**config.mk**
```make
export PLATFORM = sky130hd
export DESIGN_NAME = store_packer
export DESIGN_NICKNAME = d
export VERILOG_FILES = /design/src/rtl/mem_pkg.sv /design/src/rtl/sp_fifo.sv /design/src/rtl/store_packer.sv
export SDC_FILE = /design/constraint.sdc
export NUM_CORES = 1
export LEC_CHECK = 0
export ABC_CLOCK_PERIOD_IN_PS = 6510
export BUFFER_PORTS_ARGS = -buffer_cell sky130_fd_sc_hd__buf_2
export CAP_MARGIN = 20
export CORE_MARGIN = 4
export CORE_UTILIZATION = 44
export CTS_BUF_LIST = sky130_fd_sc_hd__clkbuf_4 sky130_fd_sc_hd__clkbuf_8
export CTS_CLUSTER_DIAMETER = 80
export DETAILED_ROUTE_END_ITERATION = 10
export PLACE_DENSITY = 0.68
export SYNTH_ARGS = -nofsm -noshare
export SYNTH_HDL_FRONTEND = slang
export SYNTH_SLANG_ARGS = --single-unit
```
**constraint.sdc**
```tcl
create_clock -name clk -period 6.51 [get_ports clk]
set_input_delay 0.3255 -clock clk [delete_from_list [all_inputs] [get_ports clk]]
set_output_delay 0.3255 -clock clk [all_outputs]
set_load 0.02 [all_outputs]
```
**src/rtl/mem_pkg.sv**
```systemverilog
// Shared memory-write definitions for the store path.
// Provides the access-size encoding, the packed FIFO entry layout and the
// helpers that turn a (size, address low bits, register data) triple into
// byte enables, lane-shifted write data and an alignment verdict.
package mem_pkg;

    // Byte-address width carried inside a queued entry.
    localparam int unsigned MEM_AW = 32;

    typedef enum logic [1:0] {
        SZ_BYTE = 2'd0,
        SZ_HALF = 2'd1,
        SZ_WORD = 2'd2,
        SZ_RSVD = 2'd3
    } size_e;

    typedef struct packed {
        logic [MEM_AW-1:0] addr;
        logic [31:0]       wdata;
        logic [3:0]        be;
    } mem_entry_t;

    // Byte enables for an access of the given size at byte lane lo2.
    function automatic logic [3:0] be_of(input size_e size, input logic [1:0] lo2);
        logic [3:0] be;
        be = '0;
        case (size)
            SZ_BYTE: be = 4'b0001 << lo2;
            SZ_HALF: be = lo2[1] ? 4'b1100 : 4'b0011;
            SZ_WORD: be = '1;
            default: be = '0;
        endcase
        return be;
    endfunction

    // True when the access is a legal size and naturally aligned.
    function automatic logic aligned_ok(input size_e size, input logic [1:0] lo2);
        logic ok;
        ok = 1'b0;
        case (size)
            SZ_BYTE: ok = 1'b1;
            SZ_HALF: ok = ~lo2[0];
            SZ_WORD: ok = (lo2 == 2'b00);
            default: ok = 1'b0;
        endcase
        return ok;
    endfunction

    // Places the significant low bits of the register into their lanes;
    // lanes not written are left zero.
    function automatic logic [31:0] wdata_of(input size_e size, input logic [1:0] lo2,
                                             input logic [31:0] data);
        logic [31:0] w;
        w = '0;
        case (size)
            SZ_BYTE: begin
                case (lo2)
                    2'd0:    w = {24'h0, data[7:0]};
                    2'd1:    w = {16'h0, data[7:0], 8'h0};
                    2'd2:    w = {8'h0, data[7:0], 16'h0};
                    default: w = {data[7:0], 24'h0};
                endcase
            end
            SZ_HALF: w = lo2[1] ? {data[15:0], 16'h0} : {16'h0, data[15:0]};
            SZ_WORD: w = data;
            default: w = '0;
        endcase
        return w;
    endfunction

endpackage

```
**src/rtl/sp_fifo.sv**
```systemverilog
// Generic DEPTH x W synchronous FIFO with occupancy count.
// Ports:
//   clk, reset_n  - clock, synchronous active-low reset
//   flush         - synchronous clear of all entries (push in the same cycle ignored)
//   push, wdata   - write request and data (ignored when full)
//   pop           - consume head entry (ignored when empty)
//   rdata         - head entry, reads zero when empty
//   count         - number of occupied entries, 0..DEPTH
//   not_full      - count < DEPTH, from registered state only
module sp_fifo #(
    parameter int unsigned DEPTH = 2,
    parameter int unsigned W     = 8,
    localparam int unsigned CW   = $clog2(DEPTH + 1),
    localparam int unsigned PW   = (DEPTH > 1) ? $clog2(DEPTH) : 1
) (
    input  logic          clk,
    input  logic          reset_n,
    input  logic          flush,
    input  logic          push,
    input  logic [W-1:0]  wdata,
    input  logic          pop,
    output logic [W-1:0]  rdata,
    output logic [CW-1:0] count,
    output logic          not_full
);

    logic [W-1:0]  mem_q [DEPTH];
    logic [W-1:0]  mem_d [DEPTH];
    logic [PW-1:0] wr_ptr_q, wr_ptr_d;
    logic [PW-1:0] rd_ptr_q, rd_ptr_d;
    logic [CW-1:0] count_q, count_d;
    logic          push_ok, pop_ok;

    assign not_full = (count_q < CW'(DEPTH));
    assign count    = count_q;
    assign rdata    = (count_q != '0) ? mem_q[rd_ptr_q] : '0;

    always_comb begin
        push_ok  = push && not_full && !flush;
        pop_ok   = pop && (count_q != '0) && !flush;
        mem_d    = mem_q;
        wr_ptr_d = wr_ptr_q;
        rd_ptr_d = rd_ptr_q;
        count_d  = count_q;
        if (flush) begin
            wr_ptr_d = '0;
            rd_ptr_d = '0;
            count_d  = '0;
        end else begin
            if (push_ok) begin
                mem_d[wr_ptr_q] = wdata;
                // DEPTH is a power of two, so natural overflow wraps the pointer.
                wr_ptr_d = wr_ptr_q + PW'(1);
            end
            if (pop_ok) begin
                rd_ptr_d = rd_ptr_q + PW'(1);
            end
            count_d = count_q + CW'(push_ok) - CW'(pop_ok);
        end
    end

    always_ff @(posedge clk) begin
        if (!reset_n) begin
            wr_ptr_q <= '0;
            rd_ptr_q <= '0;
            count_q  <= '0;
        end else begin
            wr_ptr_q <= wr_ptr_d;
            rd_ptr_q <= rd_ptr_d;
            count_q  <= count_d;
        end
    end

    // Storage needs no reset: rdata is masked whenever the FIFO is empty.
    always_ff @(posedge clk) begin
        mem_q <= mem_d;
    end

endmodule

```
**src/rtl/store_packer.sv**
```systemverilog
// Store packer: narrows 32-bit register data into word-aligned memory writes.
// Accepted requests are checked for size/alignment, lane-shifted, and queued
// in a small FIFO toward the data memory. Rejected requests pulse err.
// Ports:
//   clk, reset_n, flush          - clock, sync active-low reset, sync queue clear
//   in_valid/in_ready            - request handshake
//   in_addr, in_data, in_size    - byte address, register data, 0=b 1=h 2=w 3=rsvd
//   mem_valid/mem_ready          - memory-side handshake on the head entry
//   mem_addr, mem_wdata, mem_be  - word address, lane data, byte enables (0 when empty)
//   err                          - one-cycle pulse after a rejected request
// AW may not exceed mem_pkg::MEM_AW (the width of a queued address).
module store_packer
    import mem_pkg::*;
#(
    parameter int unsigned DEPTH = 2,
    parameter int unsigned AW    = 32
) (
    input  logic          clk,
    input  logic          reset_n,
    input  logic          flush,
    input  logic          in_valid,
    output logic          in_ready,
    input  logic [AW-1:0] in_addr,
    input  logic [31:0]   in_data,
    input  logic [1:0]    in_size,
    output logic          mem_valid,
    input  logic          mem_ready,
    output logic [AW-1:0] mem_addr,
    output logic [31:0]   mem_wdata,
    output logic [3:0]    mem_be,
    output logic          err
);

    localparam int unsigned EW = $bits(mem_entry_t);
    localparam int unsigned CW = $clog2(DEPTH + 1);

    size_e         size;
    logic          accept;
    logic          good;
    logic          push;
    logic          pop;
    mem_entry_t    in_entry;
    mem_entry_t    head;
    logic [EW-1:0] head_raw;
    logic [CW-1:0] fifo_count;
    logic          err_q, err_d;

    always_comb begin
        size            = size_e'(in_size);
        good            = aligned_ok(size, in_addr[1:0]);
        accept          = in_valid && in_ready;
        push            = accept && good;
        in_entry        = '0;
        in_entry.addr   = MEM_AW'({in_addr[AW-1:2], 2'b00});
        in_entry.wdata  = wdata_of(size, in_addr[1:0], in_data);
        in_entry.be     = be_of(size, in_addr[1:0]);
        // Flush wipes a pending error together with the queue contents.
        err_d           = !flush && accept && !good;
    end

    assign mem_valid = (fifo_count != '0);
    assign pop       = mem_valid && mem_ready;
    assign head      = mem_entry_t'(head_raw);
    assign mem_addr  = AW'(head.addr);
    assign mem_wdata = head.wdata;
    assign mem_be    = head.be;
    assign err       = err_q;

    sp_fifo #(
        .DEPTH (DEPTH),
        .W     (EW)
    ) u_fifo (
        .clk      (clk),
        .reset_n  (reset_n),
        .flush    (flush),
        .push     (push),
        .wdata    (in_entry),
        .pop      (pop),
        .rdata    (head_raw),
        .count    (fifo_count),
        .not_full (in_ready)
    );

    always_ff @(posedge clk) begin
        if (!reset_n) begin
            err_q <= 1'b0;
        end else begin
            err_q <= err_d;
        end
    end

endmodule

```
==> results of run 1 <==
critical path, cell delays in order, from the launching register on:
cell and delay [ns]:
dfxtp_4 0.35, buf_4 0.48, buf_12 0.31, mux2i_1 0.24, nor2_1 0.06, buf_2 0.20
placed cells by master (no fill, tap or decap), types with 2 or more instances in the layout:
master      netlist  layout
mux2i_1          67      67
clkbuf_8          0      17
o21ai_0           3       3
bufinv_16         0       3
clkinvlp_4        0       3
xnor2_1           3       3
nand2_1           2       2
a21oi_1           3       3
dfxtp_1           5       4
clkinv_4          0       2
nor2_1           71      70
buf_2            14     139
conb_1            1       2
a22o_1           16      16
and2_1            4       4
nor2b_1           4       4
nand2b_1          3       3
inv_1            13      13
nor3b_1          10       9
buf_4             7       6
a222oi_1          7       7
edfxtp_1        132     132
clkinv_2          0       3
clkinv_1          0       3
ha_1              2       2
final timing paths:
check | from | endpoint | slack [ns] | depth (start not counted)
max | u_fifo.rd_ptr_q | mem_wdata[11] | 4.06 | 5
min | in_addr[19] | u_fifo.mem_q[123] | 0.1 | 1
max reg2reg | u_fifo.count[1] | u_fifo.mem_q[91] | 4.46 | 4
min reg2reg | u_fifo.wr_ptr_q | u_fifo.wr_ptr_q | 0.50 | 2
registers in the layout (all words and copies together), names as in the netlist:
signal / count
u_fifo.count: 2
u_fifo.wr_ptr_q: 1
err: 1
u_fifo.mem_q: 132
u_fifo.rd_ptr_q: 1
routing by layer:
layer  track usage  vias up
met5             0        -
met4        0.0665        0
met3        0.0479       18
met2         0.255      162
met1         0.212     1712
li1              -     1708
stage by stage:
stage / util / std cells / setup WS, ns / area [µm²]
5_1_grt: 0.551 / 711 / 3.89 / 7010
3_3_place_gp: 0.517 / 677 / 4.20 / 6580
4_1_cts: 0.549 / 709 / 3.87 / 6980
6_report: 0.551 / 711 / 4.06 / 7010
3_5_place_dp: 0.517 / 677 / 4.07 / 6580
2_1_floorplan: - / 386 / 0.288 / 5750
final cells by class:
type,instances,share of cell area
sequential,137,0.580
multi-input combinational,210,0.215
timing repair buffer,147,0.110
clock buffer,18,0.0344
tap,172,0.0307
clock inverter,14,0.0223
inverter,13,0.00696
cells by family after synthesis:
group                      count (synthesis)  share of synthesized area
other                                      1                   0.000653
buffers and inverters                     39                     0.0333
DFF                                      137                      0.708
xor gates and xnor gates                   3                    0.00458
adders and majority gates                  2                    0.00436
and+or+nand+nor                          103                     0.0858
AOI/OAI and AO/OA                         33                     0.0468
muxes                                     67                      0.117
report_power, final:
group          internal, mW  total [mW]  switching (mW)
clock                 0.378       0.684           0.306
combinational        0.0456       0.123          0.0772
sequential            0.988       0.993         0.00416
total                  1.41        1.80           0.388
==> impl_metrics.json, run 1 <==
{
  "antenna_cells": 0,
  "grt.total_usage": 0.162,
  "maxCapViolCount": 0,
  "antenna_found_initial": 0,
  "cts_buffer_depth": 2,
  "fin_crit_ns": 2.45,
  "clock_sinks": 137,
  "startpoint_type": "register",
  "area_delta_synth_final_pct": 22.1,
  "wl_met3_um": 1010,
  "yosysSeqAreaShare": 0.708,
  "synthTopCellsByCount": "edfxtp_1 (132), nor2_1 (71), mux2i_1 (67)",
  "drive_gt1_frac": 0.340,
  "cp-end-kind": "output port",
  "first_global_vias": 3572,
  "start_util": 0.451,
  "crit_arrival_ns": 2.13,
  "grt_max_degree": 68,
  "fin_setup_tns_ns": 0,
  "cts_tree": "yes",
  "hold_viol_final": 0,
  "drc_errors": 0,
  "fillers": 1080,
  "ys.flop_type": "edfxtp_1",
  "drt_iter0_drc": 261,
  "final-seq-area_um2": 4070,
  "drv_slew": 0,
  "p_total_mw": 1.80,
  "ys_seq_elements": 137,
  "syn_area_per_cell_um2": 14.9,
  "wirelength_um": 12000,
  "holdWs_ns": 0.0972,
  "ys_async_sr_fraction": 0,
  "multi_input_area_um2": 1510,
  "ys_types": 33,
  "rsz0062_at_grt": "false",
  "clk-insertion-delay-late_ns": 0.42,
  "cts-hold-fix-buffers": 0,
  "drt-vias-per-instance": 5.06,
  "worst_pin_slew_ns": 0.927,
  "chipHeight_um": 122,
  "ir_worst_vdd_mv": 0.146,
  "fmax_mhz": 407,
  "cp_data_required_time_ns": 6.18,
  "path_class": "reg2out",
  "row_count": 41,
  "firstDrtPassIters": 5,
  "setup_viol_count_final": 0,
  "io_pins": 142,
  "vias": 3600,
  "synth.area.top_cells": "edfxtp_1 (69%), mux2i_1 (12%), nor2_1 (4.6%), a22o_1 (2.4%), dfxtp_1 (1.7%)",
  "cts_made_buffers": 17,
  "wl_met2_um": 5620,
  "portBuffers": 139,
  "antenna_left": 0,
  "status": "completed",
  "synth_top_cell_area_share": 0.690,
  "clk_pin_slew_ns": 0.08,
  "crit_fanout": 34,
  "fin_crit_sh": 0.377,
  "power.density_nw_per_um2": 257,
  "die_area_um2": 14900,
  "nets": 599,
  "yosysTopAreaCell": "edfxtp_1",
  "p_leak_nw": 2.65,
  "syn_area_um2": 5740,
  "htree_levels": 4,
  "cts_setup_buffers": 0,
  "fp.dieW_um": 122,
  "dr.max_layer_used": "met4",
  "synth-edff-count": 132,
  "hp-class": "in2reg",
  "yosysMostFrequentCell": "edfxtp_1",
  "skew_ns": 0.0138,
  "core_um2": 12700,
  "cts_resized": 0,
  "clock-root-buffer": "clkbuf_8",
  "hpwl_um": 7740,
  "grt_pass1_wl_um": 18300,
  "overflow": 0,
  "max_slew_margin": 0.382,
  "wirelength_met1_um": 5140,
  "ys_warn_count": 0,
  "wl_per_cell_um": 16.9,
  "netlist_instances": 385,
  "place.gp.congestion": 0.865
}
No activity file was read; power rests on OpenSTA's default activity.
==> run 2, diff against run 1 <==
--- a/config.mk
+++ b/config.mk
@@ -5,7 +5,8 @@
 export SDC_FILE = /design/constraint.sdc
 export NUM_CORES = 1
 export LEC_CHECK = 0
-export ABC_CLOCK_PERIOD_IN_PS = 6510
+export ABC_AREA = 1
+export ABC_CLOCK_PERIOD_IN_PS = 2040
 export BUFFER_PORTS_ARGS = -buffer_cell sky130_fd_sc_hd__buf_2
 export CAP_MARGIN = 20
 export CORE_MARGIN = 4
==> constraint.sdc (replaced) <==
create_clock -name clk -period 2.04 [get_ports clk]
set_input_delay 0.102 -clock clk [delete_from_list [all_inputs] [get_ports clk]]
set_output_delay 0.102 -clock clk [all_outputs]
set_load 0.02 [all_outputs]
==> impl_metrics.json, run 2 <==
{
  "ir_worst_vdd_mv": 0.414,
  "max_slew_margin": 0.628,
  "clock-root-buffer": "clkbuf_8",
  "hpwl_um": 9040,
  "layout_commonest_cell": "nand2_1",
  "path_class": "reg2out",
  "antenna_left": 0,
  "fmax_mhz": 541,
  "status": "completed",
  "ys_types": 25,
  "start_util": 0.449,
  "drc_errors": 0,
  "p_leak_nw": 2.99,
  "drt_iter0_drc": 320,
  "regMostFlops": "u_fifo.mem_q",
  "core_um2": 12600,
  "p_clk_frac": 0.388,
  "cts_tree": "yes",
  "yosysSeqAreaShare": 0.718,
  "p_total_mw": 5.83,
  "row_count": 41,
  "power_frac_seq": 0.540,
  "finalNonFillerCells": 854,
  "antenna_cells": 0,
  "ys.flop_type": "edfxtp_1",
  "ys_async_sr_fraction": 0,
  "fin_crit_ns": 1.85,
  "cts_made_buffers": 17,
  "comb_power_share": 0.071,
  "skew_ns": 0.00619,
  "startpoint_type": "register",
  "clk-insertion-delay-late_ns": 0.41,
  "vias": 4265,
  "synth-edff-count": 132,
  "hold_viol_final": 0,
  "cp-end-kind": "output port",
  "ys_warn_count": 0,
  "clock_sinks": 137,
  "wirelength_um": 13200,
  "first_global_vias": 4303,
  "cp_data_required_time_ns": 1.94,
  "netlist_instances": 491,
  "drv_slew": 0,
  "cts_setup_buffers": 0,
  "cts_buffer_depth": 2,
  "io_pins": 142,
  "p_sw_frac": 0.209,
  "firstDrtPassIters": 5,
  "antenna_found_initial": 0,
  "setup_viol_count_final": 0,
  "area_delta_synth_final_pct": 30.0,
  "internal_power_mw": 4.61,
  "htree_levels": 4,
  "worst_slack_ns": 0.191,
  "grt_pass1_wl_um": 20900,
  "ys_seq_elements": 137,
  "portBuffers": 139,
  "synth_top_cell_area_share": 0.700,
  "die_area_um2": 14700,
  "nets": 742,
  "largest_reg_flops": 132,
  "crit_arrival_ns": 1.75,
  "crit_fanout": 28,
  "clk_pin_slew_ns": 0.07,
  "place.gp.congestion": 0.992,
  "rsz0062_at_grt": "false",
  "pre_cts_ws_ns": 0.436,
  "wl_per_cell_um": 15.5,
  "syn_area_per_cell_um2": 11.5,
  "drive_gt1_frac": 0.293,
  "switchingPower_mw": 1.22,
  "worst_pin_slew_ns": 0.556,
  "fp.dieW_um": 121,
  "maxCapViolCount": 0,
  "yosysTopAreaCell": "edfxtp_1",
  "overflow": 0,
  "drt-vias-per-instance": 4.99,
  "synth.area.top_cells": "edfxtp_1 (70%), nand2_1 (10%), a21oi_1 (6.8%), o21ai_1 (1.9%), dfxtp_1 (1.8%)",
  "yosysMostFrequentCell": "nand2_1",
  "final_cell_mix": "nand2_1 (153), buf_2 (139), edfxtp_1 (132)",
  "grt.total_usage": 0.184,
  "fillers": 1056,
  "place_inst": 788,
  "grt_max_degree": 67,
  "fin_crit_sh": 0.906,
  "power.density_nw_per_um2": 792,
  "synthTopCellsByCount": "nand2_1 (154), edfxtp_1 (132), a21oi_1 (77)",
  "hp-class": "in2reg",
  "syn_area_um2": 5660,
  "chipHeight_um": 121
}
[run 2: changes by cell type in the layout (fill, tap and decap cells not counted), moves of 4 or more]
| cell | before | now |
|---|---|---|
| nand3_1 | 0 | 8 |
| nor3b_1 | 9 | 0 |
| a21oi_1 | 3 | 77 |
| nor2b_1 | 4 | 0 |
| nor2_1 | 70 | 13 |
| a222oi_1 | 7 | 0 |
| and2_1 | 4 | 0 |
| nand2_1 | 2 | 153 |
| a22o_1 | 16 | 0 |
| mux2i_1 | 67 | 0 |
| a22oi_1 | 1 | 8 |
| inv_2 | 0 | 6 |
| dlygate4sd3_1 | 0 | 34 |
| o21ai_1 | 1 | 22 |
[run 2: cell type report]
| class | count | area (µm²) | area share |
|---|---|---|---|
| flip-flops and latches | 137 | 4070 | 0.553 |
| multi-input cells | 305 | 1410 | 0.191 |
| repair buffers | 183 | 1150 | 0.156 |
| clock buffers | 17 | 234 | 0.0318 |
| well taps | 172 | 215 | 0.0292 |
| clock inverters | 15 | 183 | 0.0248 |
| inverters | 25 | 103 | 0.0139 |
[run 2: critical path, stage by stage (launching register included)]
cell	delay, ns
dfxtp_2	0.34
inv_4	0.05
nand2_1	0.11
inv_4	0.28
buf_4	0.29
a21oi_1	0.08
buf_2	0.16
[run 2: power groups by stage]
stage	clock, mW	combinational (mW)	sequential (mW)
global placement	0	0.357	3.21
detailed placement	0	0.366	3.21
CTS	2.32	0.416	3.15
finish	2.26	0.417	3.15
floorplan	0	0.194	3.21
global route	2.46	0.458	3.15
[run 2: metal layers]
layer	GRT usage	part of all wire	up-vias
met5	0	0	-
met4	0.0574	0.014	0
met3	0.0578	0.086	19
met2	0.289	0.48	191
met1	0.245	0.42	1989
li1	-	-	2066
[run 2: cell families (layout without fill, tap and decap cells)]
| kind of cell | Yosys count | count (layout) | share of synthesized area |
|---|---|---|---|
| XOR/XNOR | 1 | 1 | 0.00155 |
| AO/OA/AOI/OAI | 112 | 112 | 0.104 |
| other | 1 | 2 | 0.000662 |
| flip-flops | 137 | 137 | 0.718 |
| adder cells (fa/ha/maj) | 2 | 2 | 0.00442 |
| AND/OR/NAND/NOR | 188 | 188 | 0.134 |
| buffers and inverters | 50 | 240 | 0.0378 |
[run 2: final timing paths]
| path | start | end | slack (ns) | cells past startpoint |
|---|---|---|---|---|
| worst max register to register | u_fifo.count[1] | u_fifo.count[1] | 0.37 | 9 |
| worst min-delay path | in_data[11] | u_fifo.mem_q[83] | 0.04 | 3 |
| worst min register to register | u_fifo.wr_ptr_q | u_fifo.wr_ptr_q | 0.59 | 4 |
| worst max-delay path | u_fifo.count[1] | mem_addr[19] | 0.19 | 6 |
[run 2: timing repair]
item / in CTS / in global routing
gates resized for setup: 0 / 2
hold endpoints to repair: 62 / 0
endpoints found under the setup margin: 0 / 34
hold buffers: 34 / 0
[run 2: through the flow]
step / utilization / hold slack (ns) / area [µm²] / TNS, ns
after global placement: 0.523 / 0.294 / 6600 / 0
after floorplan: - / 0.201 / 5690 / -5.50
after global routing: 0.583 / 0.0302 / 7360 / 0
after CTS: 0.583 / 0.0136 / 7360 / 0
after detailed placement: 0.523 / 0.294 / 6600 / 0
final: 0.583 / 0.0397 / 7360 / 0
==> run 3, diff against run 2 <==
--- a/config.mk
+++ b/config.mk
@@ -9,12 +9,15 @@
 export ABC_CLOCK_PERIOD_IN_PS = 2040
 export BUFFER_PORTS_ARGS = -buffer_cell sky130_fd_sc_hd__buf_2
 export CAP_MARGIN = 20
+export CELL_PAD_IN_SITES_DETAIL_PLACEMENT = 0
+export CELL_PAD_IN_SITES_GLOBAL_PLACEMENT = 1
 export CORE_MARGIN = 4
-export CORE_UTILIZATION = 44
+export CORE_UTILIZATION = 39
 export CTS_BUF_LIST = sky130_fd_sc_hd__clkbuf_4 sky130_fd_sc_hd__clkbuf_8
 export CTS_CLUSTER_DIAMETER = 80
 export DETAILED_ROUTE_END_ITERATION = 10
-export PLACE_DENSITY = 0.68
+export MAX_ROUTING_LAYER = met4
+export PLACE_DENSITY = 0.76
 export SYNTH_ARGS = -nofsm -noshare
 export SYNTH_HDL_FRONTEND = slang
 export SYNTH_SLANG_ARGS = --single-unit
==> impl_metrics.json, run 3 (synthesis gave the netlist of run 2 again) <==
{
  "maxCapViolCount": 0,
  "vias": 4292,
  "drc_errors": 0,
  "cp-end-kind": "output port",
  "wl_per_cell_um": 16.7,
  "clock_sinks": 137,
  "area_delta_synth_final_pct": 30.1,
  "grt.total_usage": 0.178,
  "finalNonFillerCells": 860,
  "chipHeight_um": 128,
  "cp_data_required_time_ns": 1.94,
  "core_um2": 14000,
  "fp.dieW_um": 128,
  "io_pins": 142,
  "grt_pass1_wl_um": 21900,
  "antenna_found_initial": 0,
  "holdWs_ns": 0.0421,
  "clock-root-buffer": "clkbuf_8",
  "hpwl_um": 9240,
  "fin_crit_sh": 0.903,
  "dpl_cell_area_um2": 6610,
  "row_count": 43,
  "p_leak_nw": 2.98,
  "hp-class": "in2reg",
  "final_cell_mix": "nand2_1 (153), buf_2 (139), edfxtp_1 (132)",
  "antenna_left": 0,
  "path_class": "reg2out",
  "skew_ns": 0.00853,
  "crit_arrival_ns": 1.74,
  "first_global_vias": 4187,
  "max_slew_margin": 0.619,
  "drv_slew": 0,
  "htree_levels": 4,
  "cts_made_buffers": 17,
  "fmax_mhz": 543,
  "setup_viol_count_final": 0,
  "crit_fanout": 38,
  "startpoint_type": "register",
  "die_area_um2": 16500,
  "drt_iter0_drc": 308,
  "layout_commonest_cell": "nand2_1",
  "ir_worst_vdd_mv": 0.314,
  "antenna_cells": 0,
  "place.gp.congestion": 0.850,
  "worst_pin_slew_ns": 0.570,
  "overflow": 0,
  "cts_buffer_depth": 2,
  "clk_pin_slew_ns": 0.08,
  "hold_viol_final": 0,
  "clk-insertion-delay-late_ns": 0.42,
  "portBuffers": 139,
  "nets": 740,
  "drive_gt1_frac": 0.297,
  "stdcell_area_um2": 7360,
  "cts_tree": "yes",
  "fin_crit_ns": 1.84,
  "drt-vias-per-instance": 4.99,
  "regMostFlops": "u_fifo.mem_q",
  "status": "completed",
  "power.density_nw_per_um2": 797,
  "largest_reg_flops": 132,
  "rsz0062_at_grt": "false",
  "firstDrtPassIters": 4,
  "start_util": 0.403,
  "grt_max_degree": 69,
  "place_inst": 794,
  "wirelength_um": 14300
}
==> run 3: timing repair <==
action / in CTS / in global routing
setup buffers: 0 / 0
gates resized for setup: 0 / 0
hold buffers: 34 / 0
endpoints found under the hold margin: 62 / 0
endpoints found under the setup margin: 0 / 0
==> run 3: worst max-delay path, stage by stage (launching register included) <==
cell and delay (ns):
dfxtp_2 0.36, inv_4 0.04, nand2_1 0.09, inv_2 0.04
buf_4 0.26, a21oi_1 0.29, buf_2 0.22
==> run 3: final cells by class <==
| type | count | area [µm²] |
|---|---|---|
| flip-flops and latches | 137 | 4070 |
| well taps | 180 | 225 |
| clock inverters | 13 | 169 |
| multi-input cells | 305 | 1410 |
| repair buffers | 181 | 1150 |
| clock buffers | 19 | 249 |
| fillers | 1222 | 6680 |
| inverters | 25 | 100 |
==> run 3: worst paths after layout <==
kind | start | endpoint | slack (ns) | cells after the start
setup / recovery | u_fifo.count[1] | mem_wdata[8] | 0.20 | 6
hold / removal | in_data[12] | u_fifo.mem_q[84] | 0.04 | 3
setup reg to reg | u_fifo.count[1] | u_fifo.mem_q[40] | 0.38 | 6
hold reg to reg | u_fifo.count[1] | u_fifo.count[1] | 0.60 | 3
==> run 3: stage by stage <==
stage / utilization / TNS, ns / power [mW] / setup slack [ns]
global placement: 0.470 / 0 / 3.57 / 0.389
global route: 0.524 / 0 / 6.11 / 0.0879
finish: 0.524 / 0 / 5.87 / 0.197
detailed placement: 0.470 / 0 / 3.58 / 0.369
CTS: 0.524 / 0 / 5.91 / 0.132
floorplan: - / -5.50 / 3.40 / -0.0833
==> run 3: layer usage <==
metal,part of all wire,global-route usage
met5,0,-
met4,0.013,0.0431
met3,0.073,0.0390
met2,0.47,0.271
met1,0.44,0.245
==> run 3: where the power goes <==
part / internal, mW / switching [mW] / total (mW) / leakage, nW
Combinational: 0.163 / 0.259 / 0.422 / 1.52
Clock: 1.25 / 1.05 / 2.30 / 0.200
Sequential: 3.14 / 0.00988 / 3.15 / 1.25
